[src/rtl/uart_defs_pkg.sv]
// -----------------------------------------------------------------------------
// uart_defs
// Shared UART definitions used by the receiver and the matching transmitter:
// default baud divider, FSM state encoding and the 16x-oversample positions.
// -----------------------------------------------------------------------------
package uart_defs;

    // sysclk cycles per 16x-oversample tick: 50 MHz / 9600 baud / 16
    localparam int unsigned BAUD_DIV_DEFAULT = 325;

    // Oversample positions within one bit period (16 ticks per bit)
    localparam logic [3:0] MID_SAMPLE  = 4'd7;
    localparam logic [3:0] LAST_SAMPLE = 4'd15;

    // Index of the last data bit (8 data bits, LSB first)
    localparam logic [2:0] LAST_BIT = 3'd7;

    typedef enum logic [2:0] {
        ST_IDLE    = 3'd0,
        ST_START   = 3'd1,
        ST_DATA    = 3'd2,
        ST_STOP    = 3'd3,
        ST_BRKWAIT = 3'd4
    } uart_state_e;

endpackage

[src/rtl/uart_baud_gen.sv]
// -----------------------------------------------------------------------------
// uart_baud_gen
// Free-running 16x-oversample tick generator. Counts 0..BAUD_DIV-1 and wraps;
// tick is high for the one cycle in which the count equals BAUD_DIV-1.
// Ports:
//   clk   - system clock
//   reset - asynchronous active-high reset (count returns to 0)
//   tick  - one-cycle oversample strobe
// -----------------------------------------------------------------------------
module uart_baud_gen
    import uart_defs::*;
#(
    parameter int unsigned BAUD_DIV = BAUD_DIV_DEFAULT
) (
    input  logic clk,
    input  logic reset,
    output logic tick
);

    localparam int unsigned CW = (BAUD_DIV > 1) ? $clog2(BAUD_DIV) : 1;
    localparam logic [CW-1:0] TOP = CW'(BAUD_DIV - 1);

    logic [CW-1:0] cnt_q;
    logic [CW-1:0] cnt_d;

    // Next count: wrap at the top value, otherwise increment
    always_comb begin
        if (cnt_q == TOP) begin
            cnt_d = '0;
        end else begin
            cnt_d = cnt_q + CW'(1);
        end
    end

    // Divider count register
    always_ff @(posedge clk or posedge reset) begin
        if (reset) begin
            cnt_q <= '0;
        end else begin
            cnt_q <= cnt_d;
        end
    end

    assign tick = (cnt_q == TOP);

endmodule

[src/rtl/uart_rx.sv]
// -----------------------------------------------------------------------------
// uart_rx
// 8N1 UART receiver with 16x oversampling, framing-error and overrun flags,
// and break handling (a continuous low line yields a single 0x00 frame).
// Ports:
//   clk        - system clock
//   reset      - asynchronous active-high reset
//   rs232_rx   - asynchronous serial input, idle high
//   rx_ack     - one-cycle pulse when the bus reads the receive buffer
//   rx_data    - last received character
//   rx_done    - a character is available
//   rx_ferr    - framing error on the last character
//   rx_overrun - a character was overwritten before it was acknowledged
//   rx_busy    - receiver FSM is not idle
// -----------------------------------------------------------------------------
module uart_rx
    import uart_defs::*;
#(
    parameter int unsigned BAUD_DIV = BAUD_DIV_DEFAULT
) (
    input  logic       clk,
    input  logic       reset,
    input  logic       rs232_rx,
    input  logic       rx_ack,
    output logic [7:0] rx_data,
    output logic       rx_done,
    output logic       rx_ferr,
    output logic       rx_overrun,
    output logic       rx_busy
);

    logic        tick_s;
    logic        line_s;
    logic        load_s;

    logic        sync1_q, sync1_d;
    logic        sync2_q, sync2_d;
    uart_state_e state_q, state_d;
    logic [3:0]  sample_q, sample_d;
    logic [2:0]  bit_idx_q, bit_idx_d;
    logic [7:0]  shift_q, shift_d;
    logic [7:0]  rx_data_q, rx_data_d;
    logic        rx_done_q, rx_done_d;
    logic        rx_ferr_q, rx_ferr_d;
    logic        rx_overrun_q, rx_overrun_d;
    logic        rx_busy_q, rx_busy_d;

    uart_baud_gen #(
        .BAUD_DIV (BAUD_DIV)
    ) u_baud_gen (
        .clk   (clk),
        .reset (reset),
        .tick  (tick_s)
    );

    // Two-flop synchronizer feeding all line decisions
    always_comb begin
        sync1_d = rs232_rx;
        sync2_d = sync1_q;
    end

    assign line_s = sync2_q;

    // FSM next state; every transition is gated by the oversample tick
    always_comb begin
        state_d   = state_q;
        sample_d  = sample_q;
        bit_idx_d = bit_idx_q;
        shift_d   = shift_q;
        load_s    = 1'b0;
        if (tick_s) begin
            case (state_q)
                ST_IDLE: begin
                    if (!line_s) begin
                        state_d  = ST_START;
                        sample_d = 4'd0;
                    end else begin
                        state_d  = ST_IDLE;
                    end
                end
                ST_START: begin
                    if (sample_q == MID_SAMPLE) begin
                        // A start bit that is no longer low at mid-bit is a glitch
                        if (line_s) begin
                            state_d = ST_IDLE;
                        end else begin
                            state_d = ST_DATA;
                        end
                        sample_d  = 4'd0;
                        bit_idx_d = 3'd0;
                    end else begin
                        sample_d  = sample_q + 4'd1;
                    end
                end
                ST_DATA: begin
                    if (sample_q == LAST_SAMPLE) begin
                        // Counting from mid-start, sample 15 lands mid-bit
                        shift_d  = {line_s, shift_q[7:1]};
                        sample_d = 4'd0;
                        if (bit_idx_q == LAST_BIT) begin
                            state_d   = ST_STOP;
                        end else begin
                            bit_idx_d = bit_idx_q + 3'd1;
                        end
                    end else begin
                        sample_d = sample_q + 4'd1;
                    end
                end
                ST_STOP: begin
                    if (sample_q == LAST_SAMPLE) begin
                        load_s   = 1'b1;
                        sample_d = 4'd0;
                        // A low stop bit may be a break: wait for the line to recover
                        if (line_s) begin
                            state_d = ST_IDLE;
                        end else begin
                            state_d = ST_BRKWAIT;
                        end
                    end else begin
                        sample_d = sample_q + 4'd1;
                    end
                end
                ST_BRKWAIT: begin
                    if (line_s) begin
                        state_d = ST_IDLE;
                    end else begin
                        state_d = ST_BRKWAIT;
                    end
                end
                default: begin
                    state_d = ST_IDLE;
                end
            endcase
        end else begin
            state_d = state_q;
        end
    end

    // Receive buffer and status flags; a frame load takes priority over rx_ack
    always_comb begin
        rx_data_d    = rx_data_q;
        rx_done_d    = rx_done_q;
        rx_ferr_d    = rx_ferr_q;
        rx_overrun_d = rx_overrun_q;
        if (load_s) begin
            rx_data_d = shift_q;
            rx_done_d = 1'b1;
            rx_ferr_d = ~line_s;
            if (rx_done_q && !rx_ack) begin
                rx_overrun_d = 1'b1;
            end else begin
                rx_overrun_d = rx_overrun_q;
            end
        end else if (rx_ack && rx_done_q) begin
            rx_done_d    = 1'b0;
            rx_overrun_d = 1'b0;
        end else begin
            rx_done_d    = rx_done_q;
        end
        rx_busy_d = (state_d != ST_IDLE);
    end

    // State, datapath and output registers
    always_ff @(posedge clk or posedge reset) begin
        if (reset) begin
            sync1_q      <= 1'b1;
            sync2_q      <= 1'b1;
            state_q      <= ST_IDLE;
            sample_q     <= 4'd0;
            bit_idx_q    <= 3'd0;
            shift_q      <= 8'h00;
            rx_data_q    <= 8'h00;
            rx_done_q    <= 1'b0;
            rx_ferr_q    <= 1'b0;
            rx_overrun_q <= 1'b0;
            rx_busy_q    <= 1'b0;
        end else begin
            sync1_q      <= sync1_d;
            sync2_q      <= sync2_d;
            state_q      <= state_d;
            sample_q     <= sample_d;
            bit_idx_q    <= bit_idx_d;
            shift_q      <= shift_d;
            rx_data_q    <= rx_data_d;
            rx_done_q    <= rx_done_d;
            rx_ferr_q    <= rx_ferr_d;
            rx_overrun_q <= rx_overrun_d;
            rx_busy_q    <= rx_busy_d;
        end
    end

    assign rx_data    = rx_data_q;
    assign rx_done    = rx_done_q;
    assign rx_ferr    = rx_ferr_q;
    assign rx_overrun = rx_overrun_q;
    assign rx_busy    = rx_busy_q;

endmodule

[config.mk]
export PLATFORM = sky130hd
export DESIGN_NAME = uart_rx
export DESIGN_NICKNAME = d
export VERILOG_FILES = /design/src/rtl/uart_defs_pkg.sv /design/src/rtl/uart_baud_gen.sv /design/src/rtl/uart_rx.sv
export SDC_FILE = /design/constraint.sdc
export NUM_CORES = 1
export LEC_CHECK = 0
export BUFFER_PORTS_ARGS = -buffer_cell sky130_fd_sc_hd__buf_2
export CAP_MARGIN = 10
export CORE_MARGIN = 2
export CORE_UTILIZATION = 40
export CTS_CLUSTER_DIAMETER = 200
export DETAILED_ROUTE_END_ITERATION = 7
export GPL_ROUTABILITY_DRIVEN = 0
export PLACE_DENSITY_LB_ADDON = 0.12
export REMOVE_ABC_BUFFERS = 1
export SLEW_MARGIN = 25
export SYNTH_ARGS = -nofsm -noshare
export SYNTH_HDL_FRONTEND = slang
export SYNTH_SLANG_ARGS = --single-unit
[constraint.sdc]
create_clock -name clk -period 4.07 [get_ports clk]
set_clock_uncertainty 0.15 [all_clocks]
set_input_delay 1.0175 -clock clk [delete_from_list [all_inputs] [get_ports clk]]
set_output_delay 1.0175 -clock clk [all_outputs]
set_load 0.01 [all_outputs]
* Yosys cells after proc, flatten, opt, wreduce, memory -nomap -nowiden
Cells that the tools add are included.
Storage, ports and cells: register bits 41, input bits 4, output and inout port bits 12, logic and storage cells 67
Operators by class: add/sub/neg operators 3, eq/ne operators 13, mux-type cells 25, bitwise gates (word level) 1, reduce and logical (&&, ||, !) cells 13
Operator list (count):
- two-way mux 3 bit | 9
- case mux 3 bit (5 select lines) | 1
- two-way mux 4 bit | 3
- case mux 4 bit (3 select lines) | 1
- adder 9 x 1 -> 9 bit, second input constant | 1
- == test 9 bit, second input constant | 1
- two-way mux 9 bit | 1
- two-way mux 1 bit | 8
- != test 2 bit, second input constant | 4
- == test 3 x 2 -> 1 bit, second input constant | 2
- == test 3 bit, second input constant | 2
- case mux 3 bit (2 select lines) | 1
- AND reduction 3 bit | 2
- nonzero test 3 bit | 2
- AND reduction 5 bit | 1
- adder 4 x 1 -> 4 bit, second input constant | 1
- == test 4 x 3 -> 1 bit, second input constant | 1
- == test 4 bit, second input constant | 1
- nonzero test 2 bit | 2
- adder 3 x 1 -> 3 bit, second input constant | 1
- == test 3 x 1 -> 1 bit, second input constant | 1
- logical NOT 3 bit | 1
- logical AND 1 bit | 2
- two-way mux 2 bit | 1
- other kinds (5) | 5

* Longest topological paths before layout
depth in word-level cells 6, mapped depth 7, depth with buffers taken out 6

* Hierarchy
Synthesis repeated with hierarchy kept, for this count alone.
Unflattened totals: cell total of the unflattened synthesis 173, area, all modules 1901.8 µm²
Modules (own cells, without submodules):
- uart_rx | instances 1, cells each 131, area an instance 1473.9 µm², seq. area each 803.3 µm²
- uart_baud_gen | instances 1, cells each 42, area an instance 427.9 µm², seq. area each 225.2 µm²

* Worst setup path before layout
No wires, ideal clock.
path type reg2reg, start register u_baud_gen.cnt_q[0], end register rx_data_q[0] (netlist: rx_data[0]), data arrival time 1919 ps, path slack 1876 ps, cell stages (with the launch flop) 8, path buffers 1, period minus slack after synthesis 2194 ps, cell sequence dfrtp_1 inv_1 ha_1 nand4bb_4 or2_1 buf_6 nor3_4 mux2_4
Between the ends: word-level cells in the longest chain between the ends 2
RTL lines:
- from (decl) | RTL line uart_baud_gen.sv:23 | logic [CW-1:0] cnt_q;
- from (signal assigned) | RTL line uart_baud_gen.sv:40 | cnt_q <= cnt_d;
- == test 9 bit | RTL line uart_baud_gen.sv:44 | assign tick = (cnt_q == TOP);
- two-way mux 1 bit | RTL line uart_rx.sv:71 | if (tick_s) begin
- to (signal assigned) | RTL line uart_rx.sv:184 | rx_data_q <= rx_data_d;
- to (decl) | RTL line uart_rx.sv:42 | logic [7:0] rx_data_q, rx_data_d;
No other way between the ends. A chain may end at the register's enable or synchronous reset.

* Worst setup path in the final report
start register u_baud_gen.cnt_q[0], end register rx_data_q[7] (netlist: rx_data[7])
The elaborated chain is that of the path after synthesis.

==> flow_metrics.env <==
export IMPL_status="complete, no violations"
export IMPL_cp_start_kind="flop"
export IMPL_synth_top_area_share_pct=49.3
export IMPL_synth_edf_count=0
export IMPL_drive_above_1_share_pct=28.8
export IMPL_die_area_mm2=0.00552
export IMPL_tns_ps=0
export IMPL_cts_setup_buffers=0
export IMPL_hold_viol=0
export IMPL_regArea_mm2=0.00103
export IMPL_yosysWarnings=0
export IMPL_layout_common_cells="dfrtp_1, buf_2, nor2_1"
export IMPL_n_antenna_cell=0
export IMPL_worstMarginPinSlew_ps=653
export IMPL_grt_usage_pct=13.6
export IMPL_grt_max_degree=42
export IMPL_rr_worst_depth=6
export IMPL_initial_utilization_pct=41.6
export IMPL_drv_slew=0
export IMPL_via_per_inst=5.12
export IMPL_place_hpwl_um=2360
export IMPL_grt_ovfl_total=0
export IMPL_grt_pass1_vias=1223
export IMPL_cts_hold_buffers_added=0
export IMPL_netlist_area_mm2=0.00198
export IMPL_maxCapViolCount=0
export IMPL_ys_top_cells_by_area="dfrtp_1, mux2_4, mux2_2, ha_1, nand4bb_4"
export IMPL_h_tree_depth=2
export IMPL_grt_setup_unrepaired="false"
export IMPL_hold_path_class="reg -> reg"
export IMPL_worst_setup_path_type="reg -> reg"
export IMPL_cts_sinks=41
export IMPL_period_share_pct=59.2
export IMPL_hold_start="sync1_q$_DFF_PP1_"
export IMPL_finalWorstSetupSlack_ps=1660
export IMPL_setup_viol=0
export IMPL_final_common_cell="dfrtp_1"
export IMPL_cp_end_kind="flop"
export IMPL_io_pins=16
export IMPL_max_freq_mhz=415
export IMPL_core_area_mm2=0.00475
export IMPL_p_leak_nw=1.08
export IMPL_multiInputGateArea_um2=897
export IMPL_yosysTopAreaCell="dfrtp_1"
export IMPL_root_buffer="clkbuf_8"
export IMPL_clk_pin_slew_ps=80
export IMPL_clk_insertion_delay_late_ps=290
export IMPL_r2r_end="rx_data[7]$_DFFE_PP0P_"
export IMPL_required_ps=4100
export IMPL_numCtsBuffers=5
export IMPL_ir_drop_mv=0.159
export IMPL_nets=185
export IMPL_cts_resized_gates=0
export IMPL_avgSynthCellArea_um2=12.4
export IMPL_period_needed_ps=2410
export IMPL_hold_path_depth=0
export IMPL_ys_flop_type="dfrtp_1"
export IMPL_num_rows=25
export IMPL_antenna_found_initial=0
export IMPL_io_buffer_count=15
export IMPL_grt_first_pass_wirelength_um=5600
export IMPL_routed_wl_um=3330
export IMPL_drt_pass1_iterations=4
export IMPL_synth_distinct_cells=43
export IMPL_die_h_um=74.3
export IMPL_syn_inst=159
export IMPL_ant_nets=0
export IMPL_relSlewSlack_pct=56.4
export IMPL_async_flop_share_pct=100
export IMPL_cts_tree="yes"
export IMPL_clockBufferDepth=2
export IMPL_wl_per_cell_um=13.7
export IMPL_drc=0
export IMPL_reg2reg_from="u_baud_gen.cnt_q[0]$_DFF_PP0_"
export IMPL_ys_ff_latch=41
export IMPL_pre_cts_ws_ps=1640
export IMPL_drtIter0Drc=76
export IMPL_die_w_um=74.3
export IMPL_power_density_mw_per_mm2=315
export IMPL_via_count=1249
export IMPL_placed_cell_area_mm2=0.00211
export IMPL_fin_area_mm2=0.00221
export IMPL_crit_fanout=10
export IMPL_area_growth_pct=11.8
export IMPL_arrival_ps=2440
export IMPL_timing_reg2reg_setup_slack_ps=1660
export IMPL_ys_seq_area_share_pct=52.0
export IMPL_fillers=450
export IMPL_final_util_pct=46.5
export IMPL_hold_path_end="line_s$_DFF_PP1_"
## synthesized netlist by cell type (2+ instances only)
| cell type | instances |
|---|---|
| dfrtp_1 | 39 |
| nor2_1 | 10 |
| mux2_2 | 9 |
| nand3_1 | 9 |
| mux2_4 | 8 |
| nand2_1 | 8 |
| inv_1 | 6 |
| clkbuf_1 | 5 |
| ha_1 | 5 |
| xnor2_1 | 5 |
| and3_1 | 4 |
| nor2b_1 | 4 |
| a21oi_1 | 3 |
| mux2i_1 | 3 |
| nor3b_1 | 3 |
| xor2_1 | 3 |
| a211o_1 | 2 |
| a21o_1 | 2 |
| a22o_1 | 2 |
| dfstp_2 | 2 |
| nand4bb_4 | 2 |
| o21ai_0 | 2 |
| o41ai_1 | 2 |
| or2_1 | 2 |
## per-stage QoR
step	total power, mW	hold WS, ps	cells
finish	0.697	210	244
global route	0.733	215	244
CTS	0.710	213	244
detailed placement	0.431	201	236
global placement	0.431	195	236
floorplan	0.426	195	153
## cell type report
type / count / share of cell area [%]
sequential: 41 / 46.5
clock buffer: 6 / 3.74
clock inverter: 2 / 0.623
multi-input combinational: 106 / 40.6
inverter: 6 / 1.02
timing repair buffer: 16 / 3.74
tap: 67 / 3.79
## flip-flops by register name, indices dropped and copies added (netlist names)
register	flops
rx_ferr	1
rx_done	1
sync1_q	1
sample_q	4
rx_overrun	1
state_q	3
u_baud_gen.cnt_q	9
rx_busy	1
line_s	1
rx_data	8
bit_idx_q	3
shift_q	8
## per-layer routing
metal | track usage, % | vias up | part of all wire [%]
li1 | - | 603 | -
met1 | 18.1 | 617 | 47
met2 | 21.1 | 24 | 46
met3 | 4.07 | 5 | 4.7
met4 | 5.36 | 0 | 1.7
met5 | 0 | - | 0
## logic make-up (layout without fill, tap and decap cells)
family,Yosys count,after routing,synth area share (%)
xor gates and xnor gates,8,8,3.54
and+or+nand+nor,53,53,17.9
buffers and inverters,12,30,2.66
adders and majority gates,5,5,3.16
muxes,21,21,13.3
AOI/OAI and AO/OA,19,19,7.46
DFF,41,41,52.0
## worst max-delay path, cell delays in order (launching register included)
cell       delay, ps
dfrtp_1          410
inv_1             70
ha_1             190
nand4bb_4        140
or2_1            380
nor3_4           600
mux2_4           350
## power breakdown
| group | leakage, nW | internal (mW) | switching, mW | total, mW |
|---|---|---|---|---|
| Sequential | 0.552 | 0.409 | 0.00148 | 0.410 |
| Clock | 0.0512 | 0.137 | 0.137 | 0.274 |
| Combinational | 0.474 | 0.00315 | 0.00887 | 0.0120 |
| Total | 1.08 | 0.549 | 0.147 | 0.697 |
## worst max-delay path by stage
stage / from / to / slack [ps] / cells after the start
2_1_floorplan: u_baud_gen.cnt_q[0]$_DFF_PP0_ / rx_data[0]$_DFFE_PP0P_ / 1870 / 6
3_3_place_gp: u_baud_gen.cnt_q[0]$_DFF_PP0_ / rx_data[3]$_DFFE_PP0P_ / 1720 / 6
3_5_place_dp: u_baud_gen.cnt_q[0]$_DFF_PP0_ / rx_data[5]$_DFFE_PP0P_ / 1640 / 6
4_1_cts: u_baud_gen.cnt_q[0]$_DFF_PP0_ / rx_data[7]$_DFFE_PP0P_ / 1620 / 6
5_1_grt: u_baud_gen.cnt_q[0]$_DFF_PP0_ / rx_data[7]$_DFFE_PP0P_ / 1510 / 6
6_report: u_baud_gen.cnt_q[0]$_DFF_PP0_ / rx_data[7]$_DFFE_PP0P_ / 1660 / 6
(Power assumes the default switching activity.)
